--- config.mk ---
export PLATFORM = sky130hd
export DESIGN_NAME = vend_station_arbiter
export DESIGN_NICKNAME = d
export VERILOG_FILES = /design/src/rtl/vend_station_arbiter.sv
export SDC_FILE = /design/constraint.sdc
export NUM_CORES = 1
export LEC_CHECK = 0
export BUFFER_PORTS_ARGS = -buffer_cell sky130_fd_sc_hd__buf_2
export CAP_MARGIN = 15
export CORE_MARGIN = 2
export CORE_UTILIZATION = 45
export CTS_CLUSTER_SIZE = 30
export DETAILED_ROUTE_END_ITERATION = 12
export HOLD_SLACK_MARGIN = 0.15
export PLACE_DENSITY = 0.76
export SLEW_MARGIN = 10
export SYNTH_ARGS = -nofsm -noshare
export SYNTH_HDL_FRONTEND = slang
export SYNTH_SLANG_ARGS = --single-unit
--- constraint.sdc ---
create_clock -name clk -period 6.1 [get_ports clk]
set_clock_uncertainty 0.1 [all_clocks]
set_input_delay 1.525 -clock clk [delete_from_list [all_inputs] [get_ports clk]]
set_output_delay 1.525 -clock clk [all_outputs]
set_load 0.02 [all_outputs]
--- src/rtl/vend_station_arbiter.sv ---
// Purpose: round-robin share of one vending machine among N_REQ stations, with stock precheck and delivery timeout.
// Latency: grant and machine drive one cycle after a request is seen in IDLE; done one cycle after delivery/timeout/sold-out.
// Backpressure: stations hold req until done; one transaction in flight, at least one IDLE cycle between transactions.
module vend_station_arbiter #(
    parameter int N_REQ   = 4,
    parameter int TIMEOUT = 8,
    localparam int IDW    = (N_REQ > 1) ? $clog2(N_REQ) : 1,
    localparam int CW     = $clog2(TIMEOUT)
) (
    input  logic             clk,
    input  logic             rst,
    input  logic [N_REQ-1:0] req,
    input  logic [N_REQ-1:0] req_item,
    input  logic [N_REQ-1:0] req_coin2,
    output logic [N_REQ-1:0] grant,
    output logic             busy,
    output logic             done,
    output logic [IDW-1:0]   done_id,
    output logic [1:0]       status,
    output logic             change_out,
    output logic             vm_item,
    output logic             vm_coin1,
    output logic             vm_coin2,
    input  logic             vm_deliver_tea,
    input  logic             vm_deliver_coffee,
    input  logic             vm_change,
    input  logic [1:0]       vm_tea_available,
    input  logic [1:0]       vm_coffee_available
);

    typedef enum logic [1:0] {IDLE, VEND, RESP} state_t;

    localparam logic [1:0] ST_SERVED  = 2'b00;
    localparam logic [1:0] ST_SOLDOUT = 2'b01;
    localparam logic [1:0] ST_TIMEOUT = 2'b10;
    localparam logic [1:0] ST_WRONG   = 2'b11;

    state_t           state_q, state_d;
    logic [IDW-1:0]   ptr_q, ptr_d;
    logic [CW-1:0]    cnt_q, cnt_d;
    logic             item_q, item_d;
    logic             coin2_q, coin2_d;
    logic [N_REQ-1:0] grant_q, grant_d;
    logic             busy_q, busy_d;
    logic             done_q, done_d;
    logic [IDW-1:0]   done_id_q, done_id_d;
    logic [1:0]       status_q, status_d;
    logic             change_q, change_d;
    logic             vm_item_q, vm_item_d;
    logic             vm_coin1_q, vm_coin1_d;
    logic             vm_coin2_q, vm_coin2_d;

    logic             win_vld;
    logic [IDW-1:0]   win_idx;
    logic             win_item;
    logic             win_coin2;
    logic             dlv_match;
    logic             dlv_other;

    // Round-robin winner: scan from the farthest slot back to ptr+1 so the nearest requester is the last assignment.
    always_comb begin
        win_vld = 1'b0;
        win_idx = '0;
        for (int i = N_REQ; i >= 1; i--) begin
            if (req[(int'(ptr_q) + i) % N_REQ]) begin
                win_vld = 1'b1;
                win_idx = IDW'((int'(ptr_q) + i) % N_REQ);
            end
        end
        win_item  = req_item[win_idx];
        win_coin2 = req_coin2[win_idx];
        dlv_match = item_q ? vm_deliver_tea    : vm_deliver_coffee;
        dlv_other = item_q ? vm_deliver_coffee : vm_deliver_tea;
    end

    // Next-state and registered-output computation; pulse-type outputs default low every cycle.
    always_comb begin
        state_d    = state_q;
        ptr_d      = ptr_q;
        cnt_d      = cnt_q;
        item_d     = item_q;
        coin2_d    = coin2_q;
        grant_d    = grant_q;
        done_d     = 1'b0;
        done_id_d  = '0;
        status_d   = ST_SERVED;
        change_d   = 1'b0;
        vm_item_d  = vm_item_q;
        vm_coin1_d = vm_coin1_q;
        vm_coin2_d = vm_coin2_q;
        case (state_q)
            IDLE: begin
                vm_item_d  = 1'b0;
                vm_coin1_d = 1'b0;
                vm_coin2_d = 1'b0;
                if (win_vld) begin
                    item_d           = win_item;
                    coin2_d          = win_coin2;
                    ptr_d            = win_idx;
                    grant_d          = '0;
                    grant_d[win_idx] = 1'b1;
                    if ((win_item ? vm_tea_available : vm_coffee_available) == 2'd0) begin
                        state_d   = RESP;
                        done_d    = 1'b1;
                        done_id_d = win_idx;
                        status_d  = ST_SOLDOUT;
                    end else begin
                        state_d    = VEND;
                        vm_item_d  = win_item;
                        vm_coin1_d = ~win_coin2;
                        vm_coin2_d = win_coin2;
                    end
                end
            end
            VEND: begin
                cnt_d = cnt_q + CW'(1);
                // A delivery on the last allowed cycle wins over the timeout.
                if (dlv_match || dlv_other || (cnt_q == CW'(TIMEOUT - 1))) begin
                    state_d    = RESP;
                    done_d     = 1'b1;
                    done_id_d  = ptr_q;
                    vm_item_d  = 1'b0;
                    vm_coin1_d = 1'b0;
                    vm_coin2_d = 1'b0;
                    if (dlv_match) begin
                        status_d = ST_SERVED;
                        change_d = vm_change;
                    end else if (dlv_other) begin
                        status_d = ST_WRONG;
                        change_d = vm_change;
                    end else begin
                        status_d = ST_TIMEOUT;
                    end
                end
            end
            RESP: begin
                state_d    = IDLE;
                grant_d    = '0;
                cnt_d      = '0;
                vm_item_d  = 1'b0;
                vm_coin1_d = 1'b0;
                vm_coin2_d = 1'b0;
            end
            default: begin
                state_d = IDLE;
                grant_d = '0;
                cnt_d   = '0;
            end
        endcase
        busy_d = (state_d != IDLE);
    end

    // State and output registers; reset clears the machine drive and grant immediately.
    always_ff @(posedge clk or negedge rst) begin
        if (!rst) begin
            state_q    <= IDLE;
            ptr_q      <= IDW'(N_REQ - 1);
            cnt_q      <= '0;
            item_q     <= 1'b0;
            coin2_q    <= 1'b0;
            grant_q    <= '0;
            busy_q     <= 1'b0;
            done_q     <= 1'b0;
            done_id_q  <= '0;
            status_q   <= 2'b00;
            change_q   <= 1'b0;
            vm_item_q  <= 1'b0;
            vm_coin1_q <= 1'b0;
            vm_coin2_q <= 1'b0;
        end else begin
            state_q    <= state_d;
            ptr_q      <= ptr_d;
            cnt_q      <= cnt_d;
            item_q     <= item_d;
            coin2_q    <= coin2_d;
            grant_q    <= grant_d;
            busy_q     <= busy_d;
            done_q     <= done_d;
            done_id_q  <= done_id_d;
            status_q   <= status_d;
            change_q   <= change_d;
            vm_item_q  <= vm_item_d;
            vm_coin1_q <= vm_coin1_d;
            vm_coin2_q <= vm_coin2_d;
        end
    end

    assign grant      = grant_q;
    assign busy       = busy_q;
    assign done       = done_q;
    assign done_id    = done_id_q;
    assign status     = status_q;
    assign change_out = change_q;
    assign vm_item    = vm_item_q;
    assign vm_coin1   = vm_coin1_q;
    assign vm_coin2   = vm_coin2_q;

endmodule
Word level (Yosys, flattened, before mapping)
Cells that the tools add are included.

word-level totals
  output and inout port bits = 14
  bits of input ports = 21
  logic and storage cells = 113
  bits in registers = 22

operators by class
  mux-type cells = 64
  $lt $le $gt $ge = 6
  reductions and logical operators = 14
  bitwise operators = 6
  add/subtract/negate cells = 5
  equal/unequal tests = 5

operator list
  kind                   number
  $mux W1                34
  $mux W2                13
  $lt A3 B4 Y1 const B   4
  $bmux W1 S2            6
  $pmux W2 S2            3
  $pmux W1 S3            3
  $pmux W4 S2            1
  $reduce_or A2 Y1       4
  $pmux W3 S2            1
  $reduce_and A2 Y1      3
  $add A2 B1 Y2 const B  2
  $add A2 B2 Y2 const B  2
  $and A1 B1 Y1 const A  4
  $logic_not A2 Y1       2
  $mux W4                1
  $ne A2 B2 Y1 const B   2
  $add A3 B1 Y3 const B  1
  $eq A3 B3 Y1 const B   1
  $lt A2 B3 Y1 const B   1
  $reduce_bool A3 Y1     1
  $demux W1 S2           1
  $eq A2 B1 Y1 const B   1
  $eq A2 B2 Y1 const B   1
  $ge A2 B1 Y1 const B   1
  5 further kinds        7

Longest topological paths before layout
Gate-level depths: netlist of run 1.

  depth after elaboration = 18
  depth in mapped cells = 7

Worst setup path after synthesis of run 1
OpenSTA, ideal clock, no wires.

  kind = input to register
  start = in req[2]
  end = reg vm_coin2_q (netlist: vm_coin2)
  arrival time = 2,892 ps
  setup time = 122 ps
  cell stages on the path = 7
  path slack = 2,987 ps
  data required time = 5,878 ps
  path through = and2b_1 a21oi_2 o221ai_4 mux2i_1 mux2i_2 mux2i_2 a32o_1

on the way
  cells in the longest elaborated chain, start to end = 14
  elaborated cells on any way between the ends = 29

RTL lines
  item                                        line  RTL
  from (decl)                                 12    input logic [N_REQ-1:0] req,
  $bmux W1 S2                                 65    if (req[(int'(ptr_q) + i) % N_REQ]) begin
  $mux W1 (not written as such) (2 in a row)  65
  $mux W2 (4 in a row)                        65
  $bmux W1 S2                                 70    win_item = req_item[win_idx];
  $mux W1 (not written as such)               70
  $mux W2                                     102   if ((win_item ? vm_tea_available : vm_coffee_available) == 2'd0) begin
  $logic_not A2 Y1                            102
  $mux W1                                     102
  $mux W1 (*)                                 96    if (win_vld) begin
  $pmux W1 S3 (*)                             91    case (state_q)
  to (signal assigned)                        184   vm_coin2_q <= vm_coin2_d;
  to (decl)                                   51    logic vm_coin2_q, vm_coin2_d;

Every way passes the cells marked *; elsewhere a longest branch is shown, timed or not. The select of a mux whose other input is x is not followed.
A chain may end at the register's enable or synchronous reset.

Worst setup path in the final report of run 1
Ends and elaborated chain as after synthesis.

==> metrics, run 1 <==
placed cell area=between 1000 and 1500 um2; CP startpoint=req[2]; # hold bufs at CTS=0; asr flop ratio synth=100%; xor and xnor fraction of the mapped netlist area=0%; area added between synthesis and finish=18.7%; clk slew on worst S/H paths=approximately 110 ps; CTS buffer count=3; reg-to-reg slack, setup=3750 ps; Clock Power Share=a little under a tenth; fin. max-slew vios=0; post-cts sizing count=0; Worst Hold Class=flop to flop; adder-cell share of the synthesized area=5.18%; share of the synthesized area in the top cell type=around 41%; Switching Fraction=43.4%; Compound-Gate Fraction of Synth Area=22.0%; root buffer cell=clkbuf_4; largest net degree at the start of global routing=23; largest family of logic cells by synthesized area=compound AO/OA/AOI/OAI gates; commonest cells in the netlist=nand2_1 (21), dfrtp_1 (20), o21ai_0 (10); Tcrit/Tclk final=slightly above 50%; Required @ worst endpoint=around 6200 ps; Max Root-Sink Buffers=2; sequential power share=38.6%; clk_lat worst skew=just under 300 ps; Max Cap Viol=0; status=finished, final reports clean; Max Freq=between 0.3 and 0.4 GHz; IR drop worst, VDD=between 0.0002 and 0.00025 V; DR DRC count=0; RSZ-0062 raised after global routing=false; die span in y=~56 um; Cell variety after synth=34; Simple-Gate Fraction of Synth Area=about 17%; hpwl dp=a little under 2000 um; top cells by area, synth=dfrtp_1 (41%), nand2_1 (6.5%), ha_1 (5.2%), a22o_1 (5.1%), dfstp_2 (4.3%); IO Port Bufs=34; Worst Path Arrival=about 3300 ps; starting density of the core=between 40% and 50%; final WL=2490 um; register area share after synthesis=a little under half; most common cell in the netlist=nand2_1; Setup crit start kind=input pin; Primary FF master, synth=dfrtp_1; worst setup slack after layout=a little under 3000 ps; vias in the first global route=938; Logic pwr share=approximately half; final setup fails=0; CP endpoint=vm_coin2; Post-Syn Area=1210 um2; H-tree levels=1; Final Cell Area=between 1000 and 1500 um2; first drt pass iteration count=4; syn_nets=between 100 and 150; post-layout net count=around 180; Synth area leader=dfrtp_1; endpoints failing hold=0; Ant. Diodes=0; DP Worst Slack=~2600 ps; # rows=18; CTS tree=yes; Post-synth EDFFs=0; R2R Path Start=ptr_q[1]; net switching power=around 0.28 mW; final hold slack=a little over 400 ps; Core Box Area=about 2500 um2; io pins=35; gr usage total=15.9%; Worst R2R Path Depth=6; Remaining Overflow, GRT=0; die area=roughly 3100 um2; Critical Path Sink Type=flop; first-pass GRT wire length=4040 um; drt initial violations=27; post-synthesis mux area share=7.76%; post-route ant nets=0; Slew headroom=between 60% and 70%; PD cells=approximately 450 nW/um2; leakage power=around 0.73 nW; Final min period=about 3200 ps; Total Neg Setup Slack=0 ps; vias post-DR=between 1000 and 1500; Critical Setup Path Class=input pin to flop; share of cells above drive strength 1=between 20 and 30%; Via density=approximately 5.6; Synth Register Bits=22; Power Total=around 0.64 mW; WL/cell=about 13 um; Power Internal=around 0.36 mW; Mapped Cells=120; CTS Sinks=22; initial antenna violation count=0; Post-CTS Setup Bufs=0; Final Wtd Congestion=just over 0.8; Yosys warnings=0; syn_area_per_cell=between 10 and 15 um2; worst r2r dst=vm_coin2; Slew @ Worst Pin=~500 ps; Critical Path Fanout Max=8; Die Width=roughly 56 um
cell type report:
class	count	area, um2
inverter	5	18.8
timing repair buffer	35	178
tap	30	37.5
sequential	22	553
fill	243	1090
clock buffer	3	22.5
multi-input combinational	90	626
per-layer routing:
metal  routed length, um  global-route usage, %  share of wire, %  vias up
li1                    -                      -                 -      511
met1                1180                   21.3                47      483
met2                1150                   26.5                46       33
met3                 158                   4.88               6.3        0
met4                   0                   1.36                 0        0
met5                   0                      0                 0        -
metrics by stage:
step	cells	util, %
floorplan	120	-
global placement	182	56.0
detailed placement	182	56.0
CTS	185	56.9
global route	185	56.9
finish	185	56.9
state kept, by name, indices dropped and copies added (netlist names):
register,cells
busy,1
change_out,1
cnt_q,3
done,1
done_id,2
grant,4
item_q,1
ptr_q,2
state_q,2
status,2
vm_coin1,1
vm_coin2,1
vm_item,1
cell families (layout without fill, tap and decap cells):
group,Yosys count,after routing
AND/OR/NAND/NOR,43,43
AO/OA/AOI/OAI,35,35
flip-flops,22,22
buffers and inverters,8,43
multiplexers,7,7
adder cells (fa/ha/maj),5,5
power by group through the flow:
stage / registers (mW) / logic, mW / clock network, mW
after global routing: 0.255 / 0.365 / 0.0698
after CTS: 0.247 / 0.333 / 0.0655
after detailed placement: 0.250 / 0.331 / 0
after global placement: 0.247 / 0.323 / 0
final: 0.247 / 0.331 / 0.0616
after floorplan: 0.288 / 0.201 / 0
critical path, cell delays in order:
cell      delay (ps)
buf_2            120
and2b_1          230
a21oi_2           60
o221ai_4         300
mux2i_1          340
mux2i_2          150
mux2i_2          350
a32o_1           230
worst min-delay path by stage:
| stage | slack, ps | endpoint | cells after the start | from |
|---|---|---|---|---|
| after floorplan | 360 | cnt_q[1] | 2 | cnt_q[1] |
| after global placement | 370 | cnt_q[1] | 2 | cnt_q[1] |
| after detailed placement | 390 | cnt_q[2] | 2 | cnt_q[2] |
| after CTS | 410 | ptr_q[1] | 2 | ptr_q[1] |
| after global routing | 450 | ptr_q[1] | 2 | ptr_q[1] |
| final | 410 | cnt_q[2] | 2 | cnt_q[2] |
layout by cell type, fill, tap and decap left out, types with 2 or more instances in the layout:
master,instances
inv_1,5
buf_2,34
nand2b_1,3
a21oi_2,2
dfrtp_1,20
dfstp_2,2
ha_1,5
a32o_1,2
o22ai_1,2
nor3_1,4
nor2_1,5
a22o_1,7
o21ai_0,10
nor4_1,2
mux2i_1,4
mux2i_2,2
clkbuf_4,3
a21oi_1,3
nand2_1,21
nor2b_1,3
(Power assumes the default switching activity.)
==> inputs of run 2 (changes only) <==
clock period = 3.2 ns   (was 6.1 ns; I/O delays follow)
==> run 2 against run 1 <==
  * Sequential power is 91% higher
  * Clock power is 150% higher
  * Utilization is 0.55 points higher
  * Largest cell class unchanged
  * Critical path type unchanged
  * Largest power group unchanged
  * Wire length is 0.88% lower
  * Highest routed layer unchanged
==> metrics, run 2 (synthesis results as in run 1) <==
status=finished, final reports clean; leakage power=0.734 nW (+0.99%); Max Cap Viol=0 (unchanged); filler cell count=218 (-10%); post-route ant nets=0 (unchanged); commonest non-fill, non-tap cell in the layout=buf_2; io pins=35 (unchanged); Remaining Overflow, GRT=0 (unchanged); hpwl dp=1890 um (-2.6%); placed cell area=1410 um2 (unchanged); Final Cell Area=1450 um2 (+0.96%); first drt pass iteration count=4 (unchanged); clk_lat worst skew=300 ps (about the same); H-tree levels=1 (unchanged); Final Wtd Congestion=0.812 (+0.14%); worst setup slack after layout=772 ps (-2160 ps); die span in y=55.8 um (unchanged); Worst Path Arrival=2570 ps (-740 ps); post-cts sizing count=0 (unchanged); Slew headroom=66.5% (-0.35 points); clk slew on worst S/H paths=120 ps (about the same); starting density of the core=47.9% (unchanged); Critical Path Sink Type=flop; reg-to-reg slack, setup=800 ps (-2950 ps); multi-input logic area=626 um2 (unchanged); RSZ-0062 raised after global routing=false; endpoints failing hold=0 (unchanged); gr usage total=16.2% (+0.26 points); FF/Latch Area=553 um2 (unchanged); Core Box Area=2520 um2 (unchanged); Setup crit start kind=input pin; root buffer cell=clkbuf_4; IR drop worst, VDD=0.000504 V (+120%); vias post-DR=1043 (+1.6%); most frequent cells in the layout=buf_2 (34), nand2_1 (21), dfrtp_1 (20); final WL=2470 um (-0.88%); Total Neg Setup Slack=0 ps (unchanged); Required @ worst endpoint=3350 ps (-2890 ps); Worst Hold Class=input pin to asynchronous set/reset pin; # rows=18 (unchanged); critical path's slowest cell=mux2i_2; area added between synthesis and finish=19.9%; Ant. Diodes=0 (unchanged); IO Port Bufs=34 (unchanged); initial antenna violation count=0 (unchanged); Max Root-Sink Buffers=2 (unchanged); Critical Setup Path Class=input pin to flop; CTS Sinks=22 (unchanged); crit-path max cell delay=360 ps (about the same); Most common cell on crit path=mux2i_2; final setup fails=0 (unchanged); WL/cell=13.3 um (-1.4%); die area=3120 um2 (unchanged); first-pass GRT wire length=4160 um (+3.1%); DP Worst Slack=442 ps (-2190 ps); largest net degree at the start of global routing=23 (unchanged); Via density=5.61 (+1.0%); Tcrit/Tclk final=between 70% and 80%; fin. max-slew vios=0 (unchanged); Layout Utilization=57.4% (+0.55 points); Final min period=approximately 2400 ps; Max Freq=0.412 GHz; share of cells above drive strength 1=29.5% (+0.45 points); Die Width=55.8 um (unchanged); drt initial violations=29 (+7.4%); # hold bufs at CTS=0 (unchanged); PD cells=863 nW/um2 (+94%); CTS buffer count=3 (unchanged); final hold slack=335 ps (-70.5 ps); Largest register FFs=4 (unchanged); worst-path cell chain=buf_2 > and2b_1 > a21oi_2 > o221ai_4 > mux2i_1 > mux2i_2 > mux2i_2 > a32o_1; Critical Path Fanout Max=8 (unchanged); vias in the first global route=971 (+3.5%); post-layout net count=183 (unchanged); DR DRC count=0 (unchanged); CTS tree=yes; Post-CTS Setup Bufs=0 (unchanged); Slew @ Worst Pin=503 ps (+5.21 ps)
-- run 2: cell count changes in the layout (fill, tap and decap cells not counted), sizes merged --
cell and delta:
clkbuf +1
-- run 2: final timing paths --
| path | start | end | cells past startpoint |
|---|---|---|---|
| max in group asynchronous | rst | ptr_q[1] | 1 |
| hold / removal | rst | cnt_q[2] | 1 |
| min in group clk | cnt_q[2] | cnt_q[2] | 2 |
| hold reg to reg | cnt_q[2] | cnt_q[2] | 2 |
| setup reg to reg | ptr_q[1] | vm_coin2 | 6 |
| setup / recovery | req[2] | vm_coin2 | 8 |
-- run 2: final cells by class --
cell class / count / area share, %
Sequential cell: 22 / 38.2
Tap cell: 30 / 2.59
Inverter: 5 / 1.30
Clock buffer: 4 / 2.50
Timing Repair Buffer: 35 / 12.3
Multi-Input combinational cell: 90 / 43.2
-- run 2: power breakdown --
part           internal, mW  switching (mW)
Combinational         0.252           0.377
Clock                0.0694          0.0823
Sequential            0.394          0.0769
Total                 0.715           0.536
-- run 2: through the flow --
step                cells  power [mW]
global placement      182        1.09
finish                186        1.25
global route          186        1.35
CTS                   186        1.26
floorplan             120       0.931
detailed placement    182        1.11
-- run 2: per-layer routing --
layer / global-route usage [%] / wire length (um) / part of all wire [%]
met1: 22.1 / 1180 / 48
met2: 26.9 / 1130 / 46
met3: 4.42 / 153 / 6.2
met4: 1.36 / 0 / 0
met5: 0 / 0 / 0
-- run 2: worst max-delay path, delay by kind of cell --
family,cells,cell delay (ps)
multiplexers,3,870
AO/OA/AOI/OAI,3,570
AND/OR/NAND/NOR,1,220
buffers and inverters,1,120
==> inputs of run 3 (changes only) <==
PLACE_DENSITY = 0.79   (was 0.76)
clock period = 2 ns   (was 3.2 ns; I/O delays follow)
==> run 3 against run 2 <==
  * Sequential share of layout area fell by 4.8 points
  * Via count rose by 9.3%
  * Largest cell class unchanged
  * The run now ends with setup timing left
  * Utilization rose by 8.3 points
  * Cell area rose by 14%
  * Cell count rose by 11%
  * Largest power group unchanged
  * Clock-buffer cell count fell by 1
==> metrics, run 3 (synthesis results as in run 1) <==
Required @ worst endpoint=2160 ps (-1190 ps); GR Util met1=24.3% (+2.2 points); PD cells=1420 nW/um2 (+65%); vias post-DR=1140 (+9.3%); Total Neg Setup Slack=-1970 ps (-1970 ps); final setup fails=13 (+13); Final Wtd Congestion=0.769 (-5.3%); Max Root-Sink Buffers=2 (unchanged); initial antenna violation count=0 (unchanged); RSZ-0062 raised after global routing=true; post-layout net count=203 (+11%); CTS Sinks=22 (unchanged); share of cells above drive strength 1=39.2% (+9.7 points); leakage power=0.843 nW (+15%); Setup crit start kind=flop; Critical Setup Path Class=flop to flop; drt initial violations=35 (+21%); Final min period=~2200 ps; met3 Track Usage GR=5.35% (+0.93 points); # rows=18 (unchanged); endpoints failing hold=0 (unchanged); commonest non-fill, non-tap cell in the layout=buf_2; clk_lat worst skew=310 ps (about the same); met2 Resource Use GR=32.5% (+5.6 points); vias in the first global route=1088 (+12%); starting density of the core=47.9% (unchanged); post-route ant nets=0 (unchanged); IO Port Bufs=34 (unchanged); largest net degree at the start of global routing=23 (unchanged); Power Total=2.36 mW (+88%); Worst Path Arrival=2400 ps (-170 ps); gr usage total=18.9% (+2.7 points); Critical Path Sink Type=flop; die area=3120 um2 (unchanged); status=finished, violations left; CTS tree=yes; Via density=5.53 (-1.3%); most frequent cells in the layout=buf_2 (34), nand2_1 (21), dfrtp_1 (20); hpwl dp=2150 um (+14%); Worst Hold Class=input pin to flop; WL/cell=14.1 um (+6.2%); Slew @ Worst Pin=481 ps (-21.9 ps); hold path start=vm_change; Largest register FFs=4 (unchanged); H-tree levels=1 (unchanged); IR drop worst, VDD=0.00107 V (+110%); root buffer cell=clkbuf_4; violated checks=setup timing; grt peak-use layer=met2; Tcrit/Tclk final=112%; DR DRC count=0 (unchanged); first-pass GRT wire length=4730 um (+14%); worst setup slack after layout=-246 ps (-1020 ps); Core Box Area=2520 um2 (unchanged); io pins=35 (unchanged); Ant. Diodes=0 (unchanged); Slew headroom=67.9% (+1.5 points); CP startpoint=ptr_q[1]; R2R Path Start=ptr_q[1]; Remaining Overflow, GRT=0 (unchanged); CTS buffer count=3 (unchanged); Die Width=55.8 um (unchanged); clk slew on worst S/H paths=130 ps (about the same); area added between synthesis and finish=37.2%; fin. max-slew vios=0 (unchanged); die span in y=55.8 um (unchanged); Critical Path Fanout Max=6 (-2); final WL=2900 um (+18%); Max Freq=~0.45 GHz; first drt pass iteration count=4 (unchanged); DP Worst Slack=-318 ps (-760 ps); Max Cap Viol=0 (unchanged)
run 3: power by group:
group,internal [mW],switching [mW]
Sequential,0.631,0.124
Clock,0.203,0.138
Combinational,0.584,0.676
Total,1.42,0.939
run 3: worst max-delay path, stage by stage (launching register included):
cell and delay [ps]:
dfstp_2 610, mux2i_2 290, o221ai_4 170, mux2i_2 190, mux2i_2 280, mux2i_4 360
a32o_1 190
run 3: path summary, 6_finish.rpt:
kind	endpoint	slack, ps	cells past startpoint
worst max-delay path	vm_coin2	-250	6
worst min-delay path	change_out	300	2
worst max register to register	vm_coin2	-250	6
worst min register to register	cnt_q[1]	410	2
max in group asynchronous	ptr_q[0]	880	2
min in group asynchronous	cnt_q[2]	560	2
run 3: final cells by class:
class                      count  area (um2)
clock buffer                   3        22.5
timing repair buffer          55         334
inverter                       5        18.8
sequential                    22         553
tap                           30        37.5
fill                         203         865
clock inverter                 1        30.0
multi-input combinational     90         662
run 3: repair_timing:
action | in CTS | in global routing
setup buffers | 2 | 2
endpoints found under the hold margin | 20 | 0
gates resized for setup | 1 | 5
pin swaps | 1 | 3
cloned | 0 | 0
endpoints found under the setup margin | 8 | 10
hold buffers | 1 | 0
run 3: layer usage:
metal	routed length, um	up-vias
li1	-	554
met1	1280	546
met2	1450	38
met3	168	2
met4	7	0
met5	0	-
run 3: stage by stage:
step	hold WS [ps]	utilization (%)	std cells	instance area [um2]
after floorplan	104	-	120	1220
after global placement	372	60.8	197	1530
after detailed placement	382	60.8	197	1530
after CTS	296	64.2	204	1620
after global routing	298	65.7	206	1660
final	296	65.7	206	1660
